===== config.mk =====
export PLATFORM = sky130hd
export DESIGN_NAME = vga_scan_gen
export DESIGN_NICKNAME = d
export VERILOG_FILES = /design/src/rtl/vga_pkg.sv /design/src/rtl/sync_delay.sv /design/src/rtl/vga_scan_gen.sv
export SDC_FILE = /design/constraint.sdc
export NUM_CORES = 1
export LEC_CHECK = 0
export BUFFER_PORTS_ARGS = -buffer_cell sky130_fd_sc_hd__buf_2
export CAP_MARGIN = 20
export CORE_MARGIN = 2
export CORE_UTILIZATION = 55
export DETAILED_ROUTE_END_ITERATION = 6
export PLACE_DENSITY_LB_ADDON = 0.15
export REMOVE_ABC_BUFFERS = 1
export SYNTH_ARGS = -nofsm -noshare
export SYNTH_HDL_FRONTEND = slang
export SYNTH_SLANG_ARGS = --single-unit

===== constraint.sdc =====
create_clock -name clk -period 7 [get_ports clk]
set_input_delay 0.7 -clock clk [delete_from_list [all_inputs] [get_ports clk]]
set_output_delay 0.7 -clock clk [all_outputs]
set_load 0.02 [all_outputs]

===== src/rtl/vga_pkg.sv =====
// Shared 640x480@60 raster constants and coordinate types used by the scan generator
// and the glyph renderer.
package vga_pkg;

  localparam int unsigned COORD_W = 11;
  // Compare width is one bit wider than a coordinate so sums like lo+len cannot overflow.
  localparam int unsigned CMP_W   = 12;

  localparam int unsigned DEF_H_ACTIVE = 640;
  localparam int unsigned DEF_H_FP     = 16;
  localparam int unsigned DEF_H_SYNC   = 96;
  localparam int unsigned DEF_H_BP     = 48;
  localparam int unsigned DEF_V_ACTIVE = 480;
  localparam int unsigned DEF_V_FP     = 10;
  localparam int unsigned DEF_V_SYNC   = 2;
  localparam int unsigned DEF_V_BP     = 33;

  localparam int unsigned DEF_H_TOTAL = DEF_H_ACTIVE + DEF_H_FP + DEF_H_SYNC + DEF_H_BP;
  localparam int unsigned DEF_V_TOTAL = DEF_V_ACTIVE + DEF_V_FP + DEF_V_SYNC + DEF_V_BP;

  typedef logic [COORD_W-1:0] coord_t;

  typedef struct packed {
    logic active;
    logic hsync;
    logic vsync;
  } strobe_t;

  function automatic logic below(coord_t val, int unsigned lim);
    return {1'b0, val} < CMP_W'(lim);
  endfunction

  // True when lo <= val < lo+len.
  function automatic logic in_window(coord_t val, int unsigned lo, int unsigned len);
    return !below(val, lo) && below(val, lo + len);
  endfunction

endpackage


===== src/rtl/sync_delay.sv =====
// PIPE-deep shift register with a loadable reset value; advances every clock.
module sync_delay #(
  parameter int unsigned W    = 1,
  parameter int unsigned PIPE = 1
) (
  input  logic         clk,
  input  logic         rst,
  input  logic [W-1:0] rst_val,
  input  logic [W-1:0] din,
  output logic [W-1:0] dout
);

  localparam int unsigned SR_W = PIPE * W;

  logic [SR_W-1:0] sr_q;

  // Newest sample enters at the bottom; the oldest falls off the top.
  always_ff @(posedge clk) begin
    if (!rst) begin
      sr_q <= {PIPE{rst_val}};
    end else begin
      sr_q <= SR_W'({sr_q, din});
    end
  end

  assign dout = sr_q[SR_W-1 -: W];

endmodule


===== src/rtl/vga_scan_gen.sv =====
// Raster scan generator: pixel-rate enable, coordinates, sync/active strobes, and
// copies of the strobes delayed to line up with the glyph renderer's registered pixel.
module vga_scan_gen
  import vga_pkg::*;
#(
  parameter int unsigned DIV      = 4,
  parameter int unsigned H_ACTIVE = DEF_H_ACTIVE,
  parameter int unsigned H_FP     = DEF_H_FP,
  parameter int unsigned H_SYNC   = DEF_H_SYNC,
  parameter int unsigned H_BP     = DEF_H_BP,
  parameter int unsigned V_ACTIVE = DEF_V_ACTIVE,
  parameter int unsigned V_FP     = DEF_V_FP,
  parameter int unsigned V_SYNC   = DEF_V_SYNC,
  parameter int unsigned V_BP     = DEF_V_BP,
  parameter logic        SYNC_POL = 1'b0,
  parameter int unsigned PIPE     = 1
) (
  input  logic               clk,
  input  logic               rst,
  output logic               pix_en,
  output logic [COORD_W-1:0] poX,
  output logic [COORD_W-1:0] poY,
  output logic               active,
  output logic               hsync,
  output logic               vsync,
  output logic               frame_start,
  output logic               active_d,
  output logic               hsync_d,
  output logic               vsync_d
);

  localparam int unsigned H_TOTAL = H_ACTIVE + H_FP + H_SYNC + H_BP;
  localparam int unsigned V_TOTAL = V_ACTIVE + V_FP + V_SYNC + V_BP;

  localparam int unsigned DIV_W = 4;
  localparam logic [DIV_W-1:0] DIV_LAST = DIV_W'(DIV - 1);
  localparam coord_t H_LAST = COORD_W'(H_TOTAL - 1);
  localparam coord_t V_LAST = COORD_W'(V_TOTAL - 1);
  localparam coord_t ONE    = COORD_W'(1);

  logic [DIV_W-1:0] div_cnt_q, div_cnt_d;
  logic             pix_en_q, pix_en_d;
  coord_t           h_cnt_q, h_cnt_d;
  coord_t           v_cnt_q, v_cnt_d;
  logic             h_wrap, v_wrap;
  logic             frame_start_q, frame_start_d;
  strobe_t          strb_q, strb_d;
  strobe_t          strb_idle;
  strobe_t          strb_dly;

  assign strb_idle = {1'b0, ~SYNC_POL, ~SYNC_POL};

  always_comb begin
    div_cnt_d = (div_cnt_q == DIV_LAST) ? '0 : div_cnt_q + DIV_W'(1);
    // Registered enable is high for the clk in which div_cnt==DIV-1 is held.
    pix_en_d  = (div_cnt_d == DIV_LAST);

    h_wrap = pix_en_q && (h_cnt_q == H_LAST);
    v_wrap = h_wrap && (v_cnt_q == V_LAST);

    h_cnt_d = h_cnt_q;
    v_cnt_d = v_cnt_q;
    if (pix_en_q) begin
      h_cnt_d = h_wrap ? '0 : h_cnt_q + ONE;
    end
    if (h_wrap) begin
      v_cnt_d = v_wrap ? '0 : v_cnt_q + ONE;
    end

    frame_start_d = v_wrap;

    // Decode the next-state counters so strobes are exact for the coordinates they
    // are registered alongside.
    strb_d.active = below(h_cnt_d, H_ACTIVE) && below(v_cnt_d, V_ACTIVE);
    strb_d.hsync  = in_window(h_cnt_d, H_ACTIVE + H_FP, H_SYNC) ? SYNC_POL : ~SYNC_POL;
    strb_d.vsync  = in_window(v_cnt_d, V_ACTIVE + V_FP, V_SYNC) ? SYNC_POL : ~SYNC_POL;
  end

  always_ff @(posedge clk) begin
    if (!rst) begin
      div_cnt_q     <= '0;
      pix_en_q      <= 1'b0;
      h_cnt_q       <= '0;
      v_cnt_q       <= '0;
      frame_start_q <= 1'b0;
      strb_q        <= strb_idle;
    end else begin
      div_cnt_q     <= div_cnt_d;
      pix_en_q      <= pix_en_d;
      h_cnt_q       <= h_cnt_d;
      v_cnt_q       <= v_cnt_d;
      frame_start_q <= frame_start_d;
      strb_q        <= strb_d;
    end
  end

  sync_delay #(
    .W    ($bits(strobe_t)),
    .PIPE (PIPE)
  ) u_sync_delay (
    .clk     (clk),
    .rst     (rst),
    .rst_val (strb_idle),
    .din     (strb_q),
    .dout    (strb_dly)
  );

  assign pix_en      = pix_en_q;
  assign poX         = h_cnt_q;
  assign poY         = v_cnt_q;
  assign active      = strb_q.active;
  assign hsync       = strb_q.hsync;
  assign vsync       = strb_q.vsync;
  assign frame_start = frame_start_q;
  assign active_d    = strb_dly.active;
  assign hsync_d     = strb_dly.hsync;
  assign vsync_d     = strb_dly.vsync;

endmodule

**After elaboration in Yosys (flattened, before gate mapping)**

Index checks and enable logic that the tools add are counted.

- Input bits: 2
- Output and inout bits: 30
- Logic and storage cells: 36
- Register bits after elaboration: 34

- Magnitude comparators: 6
- Reductions and logical operators: 7
- Equality and inequality tests: 4
- Add/subtract/negate cells: 3
- Multiplexer cells: 7

Operators with widths:

| cell | number |
|---|---|
| 2-to-1 mux 11 bit | 4 |
| < comparator 11 x 10 -> 1 bit, second input constant | 3 |
| < comparator 11 x 9 -> 1 bit, second input constant | 3 |
| adder 11 x 1 -> 11 bit, second input constant | 2 |
| equality test 11 x 10 -> 1 bit, second input constant | 2 |
| equality test 4 x 2 -> 1 bit, second input constant | 2 |
| logical AND 1 bit | 5 |
| adder 4 x 1 -> 4 bit, second input constant | 1 |
| 2-to-1 mux 4 bit | 1 |
| logical NOT 1 bit | 2 |
| 2-to-1 mux 1 bit | 2 |

**Depth between registers and ports, before layout**

- Depth in word-level cells: 9
- Mapped depth: 8

**Hierarchy**

From an unflattened synthesis, not the netlist that was laid out.

- Cell total of the unflattened synthesis: 209
- Area, all modules: 1793.0 um^2

By module, submodules not included:

| module | cells each | sequential area each (um^2) | area each (um^2) | instances |
|---|---|---|---|---|
| vga_scan_gen | 203 | 620.6 | 1699.1 | 1 |
| sync_delay | 6 | 60.1 | 93.8 | 1 |

**Least setup slack after synthesis**

Ideal clock, no wire load.

- Path type: reg2reg
- Start: reg h_cnt_q[6] (netlist: poX[6])
- End: reg strb_q (netlist bit active)
- Setup time: 87 ps
- Required time: 6913 ps
- Path slack: 4608 ps
- Stages on the path, launching flop included: 9
- Arrival: 2305 ps
- Buffers on the path: 3
- Cell sequence: dfxtp_1 buf_2 or4_4 buf_6 or3_4 buf_6 o311ai_4 a21oi_2 nor4b_4

- Word-level cells in the longest chain between the ends: 7
- Elaborated cells between the ends (all ways): 11

RTL lines:

| element | RTL line | text |
|---|---|---|
| start: declaration | vga_scan_gen.sv:43 | `coord_t h_cnt_q, h_cnt_d;` |
| start signal: assignment | vga_scan_gen.sv:90 | `h_cnt_q <= h_cnt_d;` |
| branches (longest 6 deep; another with adder 11 x 1 -> 11 bit) | - |  |
| logical AND 1 bit (*) | vga_scan_gen.sv:74 | `strb_d.active = below(h_cnt_d, H_ACTIVE) && below(v_cnt_d, V_ACTIVE);` |
| end signal: assignment | vga_scan_gen.sv:86 | `strb_q <= strb_idle;` |
| end signal: assignment | vga_scan_gen.sv:93 | `strb_q <= strb_d;` |
| end: declaration | vga_scan_gen.sv:47 | `strobe_t strb_q, strb_d;` |

Mark *: on every way between the ends.
A chain may end at the register's enable or synchronous reset.

**Worst setup path in the final report**

- Start: reg h_cnt_q[0] (netlist: poX[0])
- End: reg v_cnt_q[3] (netlist: poY[3])

- Word-level cells in the longest chain between the ends: 5

RTL lines:

| element | RTL line | text |
|---|---|---|
| equality test 11 x 10 -> 1 bit (*) | vga_scan_gen.sv:58 | `h_wrap = pix_en_q && (h_cnt_q == H_LAST);` |
| logical AND 1 bit (*) | vga_scan_gen.sv:58 |  |
| logical AND 1 bit | vga_scan_gen.sv:59 | `v_wrap = h_wrap && (v_cnt_q == V_LAST);` |
| 2-to-1 mux 11 bit | vga_scan_gen.sv:67 | `v_cnt_d = v_wrap ? '0 : v_cnt_q + ONE;` |
| 2-to-1 mux 11 bit (*) | vga_scan_gen.sv:66 | `if (h_wrap) begin` |
| end signal: assignment | vga_scan_gen.sv:91 | `v_cnt_q <= v_cnt_d;` |
| end: declaration | vga_scan_gen.sv:44 | `coord_t v_cnt_q, v_cnt_d;` |

Every way passes the cells marked *; elsewhere a longest branch is shown, timed or not.

==> results.md <==
- CTS Buffer Depth: 2
- Commonest cells after routing, fill and taps aside: 34 x dfxtp_1, 32 x buf_2, 28 x nor2_1, 16 x nand2_1, 11 x xnor2_1
- Worst path max stage delay: 0.66 ns
- CP Depth: 6
- Place WS: approximately 4.3 ns
- Setup TNS Final: 0 ns
- IO Count: 32
- Final #Nets: about 250
- Max VDD drop: 0.0807 mV
- Max-cap violations: 0
- Clock network power share: a little under a third
- Switching share of power: 23.3%
- Warnings, synthesis: 0
- Slew HR: 45.1%
- Register area share after synthesis: 37.3%
- Type of the most critical hold path: register to register
- Period utilisation layout: 39.5%
- Initial Utilization: 58.8%
- Fin. Hold Viols: 0
- Largest net degree at the start of global routing: 16
- Total Wirelength: ~4100 µm
- FF/Latch Area: roughly 700 µm²
- Die Y: 61.6 µm
- Final Worst Setup Slack: 4.24 ns
- Worst path bufs/invs: 1
- Core Area: between 3000 and 4000 µm²
- Clk pin slew, worst setup/hold paths: 0.10 ns
- RR Endpoint: poY[3]$_SDFF_PN0_
- Outcome: finished, final reports clean
- Critical setup path kind: register to register
- Antenna viol nets, final: 0
- First-pass GRT wire length: 6560 µm
- Post-CTS setup buffers: 0
- Worst Reg2Reg Path Length in Cells: 6
- Final Setup Violations: 0
- Detailed Routing Iterations Pass 1: 4
- Synth unique cells: 48
- # diodes: 0
- Skew-Pair Late Insertion Delay: approximately 0.33 ns
- Cell Rows: 20
- FF+latch count, synth: 34
- Root buffer cell: clkbuf_4
- Total net switching power: 72.7 µW
- Fin Clk Skew: 0.00626 ns
- Die Width: ~62 µm
- Mapped Cells: 210
- Clock sinks: 34
- PortBufs: 31
- RSZ-0062 raised after global routing: false
- GPL Wtd Cong: between 0.9 and 1
- Top Metal Used: met4
- Worst setup path start: poX[0]$_SDFFE_PN0P_
- Hold slack: 0.439 ns
- Delay-heaviest family, CP: simple AND/OR/NAND/NOR gates
- Fin. max-slew vios: 0
- Area delta synth->final: 10.6%
- DR WL met3: around 230 µm
- Internal Power: around 240 µW
- P per Cell Area: about 150 nW/µm²
- Initial antenna violation count: 0
- Share of layout cells above drive strength 1: around 19%
- Worst path cell trace: ha_1 > nand4_1 > or3_4 > o21ai_0 > buf_2 > nor2_1
- Comb pwr share: under 10%
- Die Area: about 3800 µm²
- Starting DRC count in detailed routing: between 70 and 80
- Leak: approximately 0.76 nW
- Routed len/inst: approximately 14 µm
- Gr ovfl total: 0
- Crit path capture type: register
- Startpoint types: register
- Residual DRC: 0
- Worst r2r src: poX[0]$_SDFFE_PN0P_
- Vias per std cell: between 5 and 6
- Met2 Wirelength: ~1800 µm
- Post-cts hold buffer count: 0
- Cts repair resizes: 0
- Sequential share of power: between 60% and 70%
- Hold depth: 1
- R2R setup slack: approximately 4.2 ns
- Area of the multi-input gates: between 1000 and 1500 µm²
- Worst Setup EP: poY[3]$_SDFF_PN0_
- Fill cell count: between 300 and 400
- Mean area per synthesized cell: 8.69 µm²
- Syn Std Cell Area: roughly 1800 µm²
- Most common cell after layout, fill and taps aside: dfxtp_1
- M1 WL: a little under 2000 µm
- Crit path time final: 2.76 ns
- Post-DP HPWL: 2980 µm
- CP arrival: 2.99 ns
- Number of global-route vias before repair: roughly 1400
- Post-DP Area: between 1500 and 2000 µm²
- Crit path max fanout: 9
- TritonCTS Buffers: 5
- CTS tree: yes
- Critical Path RT: ~7.2 ns
- Slowest library cell on the worst path: o21ai_0
- Tightest Pin Transition: ~0.81 ns
- Design area: between 2000 and 2500 µm²
- Vias: 1633
- GRT Util Overall: a little under a quarter
- Peak Freq: between 300 and 400 MHz
- H-tree Lvls: 2
-- worst min path at each step --
stage / startpoint / endpoint / slack [ns]
2_1_floorplan: div_cnt_q[2]$_SDFF_PN0_ / div_cnt_q[2]$_SDFF_PN0_ / 0.48
3_3_place_gp: hsync$_SDFF_PN1_ / u_sync_delay.dout[1]$_SDFF_PN1_ / 0.41
3_5_place_dp: hsync$_SDFF_PN1_ / u_sync_delay.dout[1]$_SDFF_PN1_ / 0.42
4_1_cts: hsync$_SDFF_PN1_ / u_sync_delay.dout[1]$_SDFF_PN1_ / 0.44
5_1_grt: hsync$_SDFF_PN1_ / u_sync_delay.dout[1]$_SDFF_PN1_ / 0.46
6_report: hsync$_SDFF_PN1_ / u_sync_delay.dout[1]$_SDFF_PN1_ / 0.44
-- power by group through the flow --
stage	Clock (mW)	Combinational [mW]	Sequential, mW
floorplan	0	0.00690	0.205
global placement	0	0.0127	0.204
CTS	0.102	0.0133	0.200
finish	0.0988	0.0132	0.200
global route	0.113	0.0152	0.201
detailed placement	0	0.0133	0.204
-- kinds of logic (layout without fill, tap and decap cells) --
group	after synthesis	in the layout	share of synthesized area (%)
compound gates	30	30	12.1
xor+xnor	21	21	10.1
fa+ha+maj	5	5	3.43
buf+inv	16	44	4.66
flops	34	34	37.3
mux	1	1	0.548
simple gates	103	103	31.9
-- flip-flops by register name, summed over array words and instances (netlist names) --
name	count
poX	11
poY	11
div_cnt_q	4
u_sync_delay.dout	3
active	1
frame_start	1
hsync	1
pix_en	1
vsync	1
-- final cells by class --
cell class                      count  area share (%)
Timing Repair Buffer               32            7.93
Inverter                            5           0.929
Tap cell                           44            2.73
Clock buffer                        7            2.23
Sequential cell                    34            33.7
Multi-Input combinational cell    160            52.5
-- cells in the mapped netlist, drive strengths merged --
cell	count	area [µm²]
nand2	16	60.1
and2	5	31.3
nand4	9	56.3
nor3b	3	22.5
xor2	10	87.6
a211oi	1	7.51
o2111ai	1	8.76
xnor2	11	96.3
nor4	3	18.8
a31oi	1	6.26
a211o	1	8.76
a22oi	1	7.51
a31o	1	8.76
or4	1	11.3
nand2b	3	18.8
ha	5	62.6
mux2i	1	10.0
o41ai	1	8.76
o21ai	8	40.0
a21oi	5	28.8
o31ai	1	7.51
clkbuf	6	22.5
o22ai	2	12.5
dfxtp	34	681
inv	5	18.8
buf	5	43.8
or3	2	17.5
and4	1	8.76
nand4b	3	26.3
o32ai	1	8.76
nor2b	2	12.5
nor2	28	105
a21boi	3	22.5
nand3b	2	15.0
o311ai	1	26.3
or3b	1	8.76
nor4b	5	58.8
and3	7	43.8
or2	1	6.26
o311a	1	10.0
nand3	8	40.0
a22o	1	8.76
nor3	3	20.0
-- worst reg2reg max path, stage by stage, from the launching register on --
cell and delay (ns):
dfxtp_1 0.45, ha_1 0.29, nand4_1 0.34, or3_4 0.54, o21ai_0 0.66, buf_2 0.30
nor2_1 0.07
-- per-layer routing --
layer | vias up | global-route usage (%)
li1 | 795 | -
met1 | 784 | 32.2
met2 | 47 | 35.9
met3 | 7 | 6.51
met4 | 0 | 7.60
met5 | - | 0
-- through the flow --
step | utilization (%) | cells | power [mW]
final | 65.1 | 282 | 0.312
after floorplan | - | 199 | 0.212
after global placement | 63.5 | 274 | 0.217
after global routing | 65.1 | 282 | 0.329
after CTS | 65.1 | 282 | 0.315
after detailed placement | 63.6 | 275 | 0.218
Power figures use the tool's default switching activity.
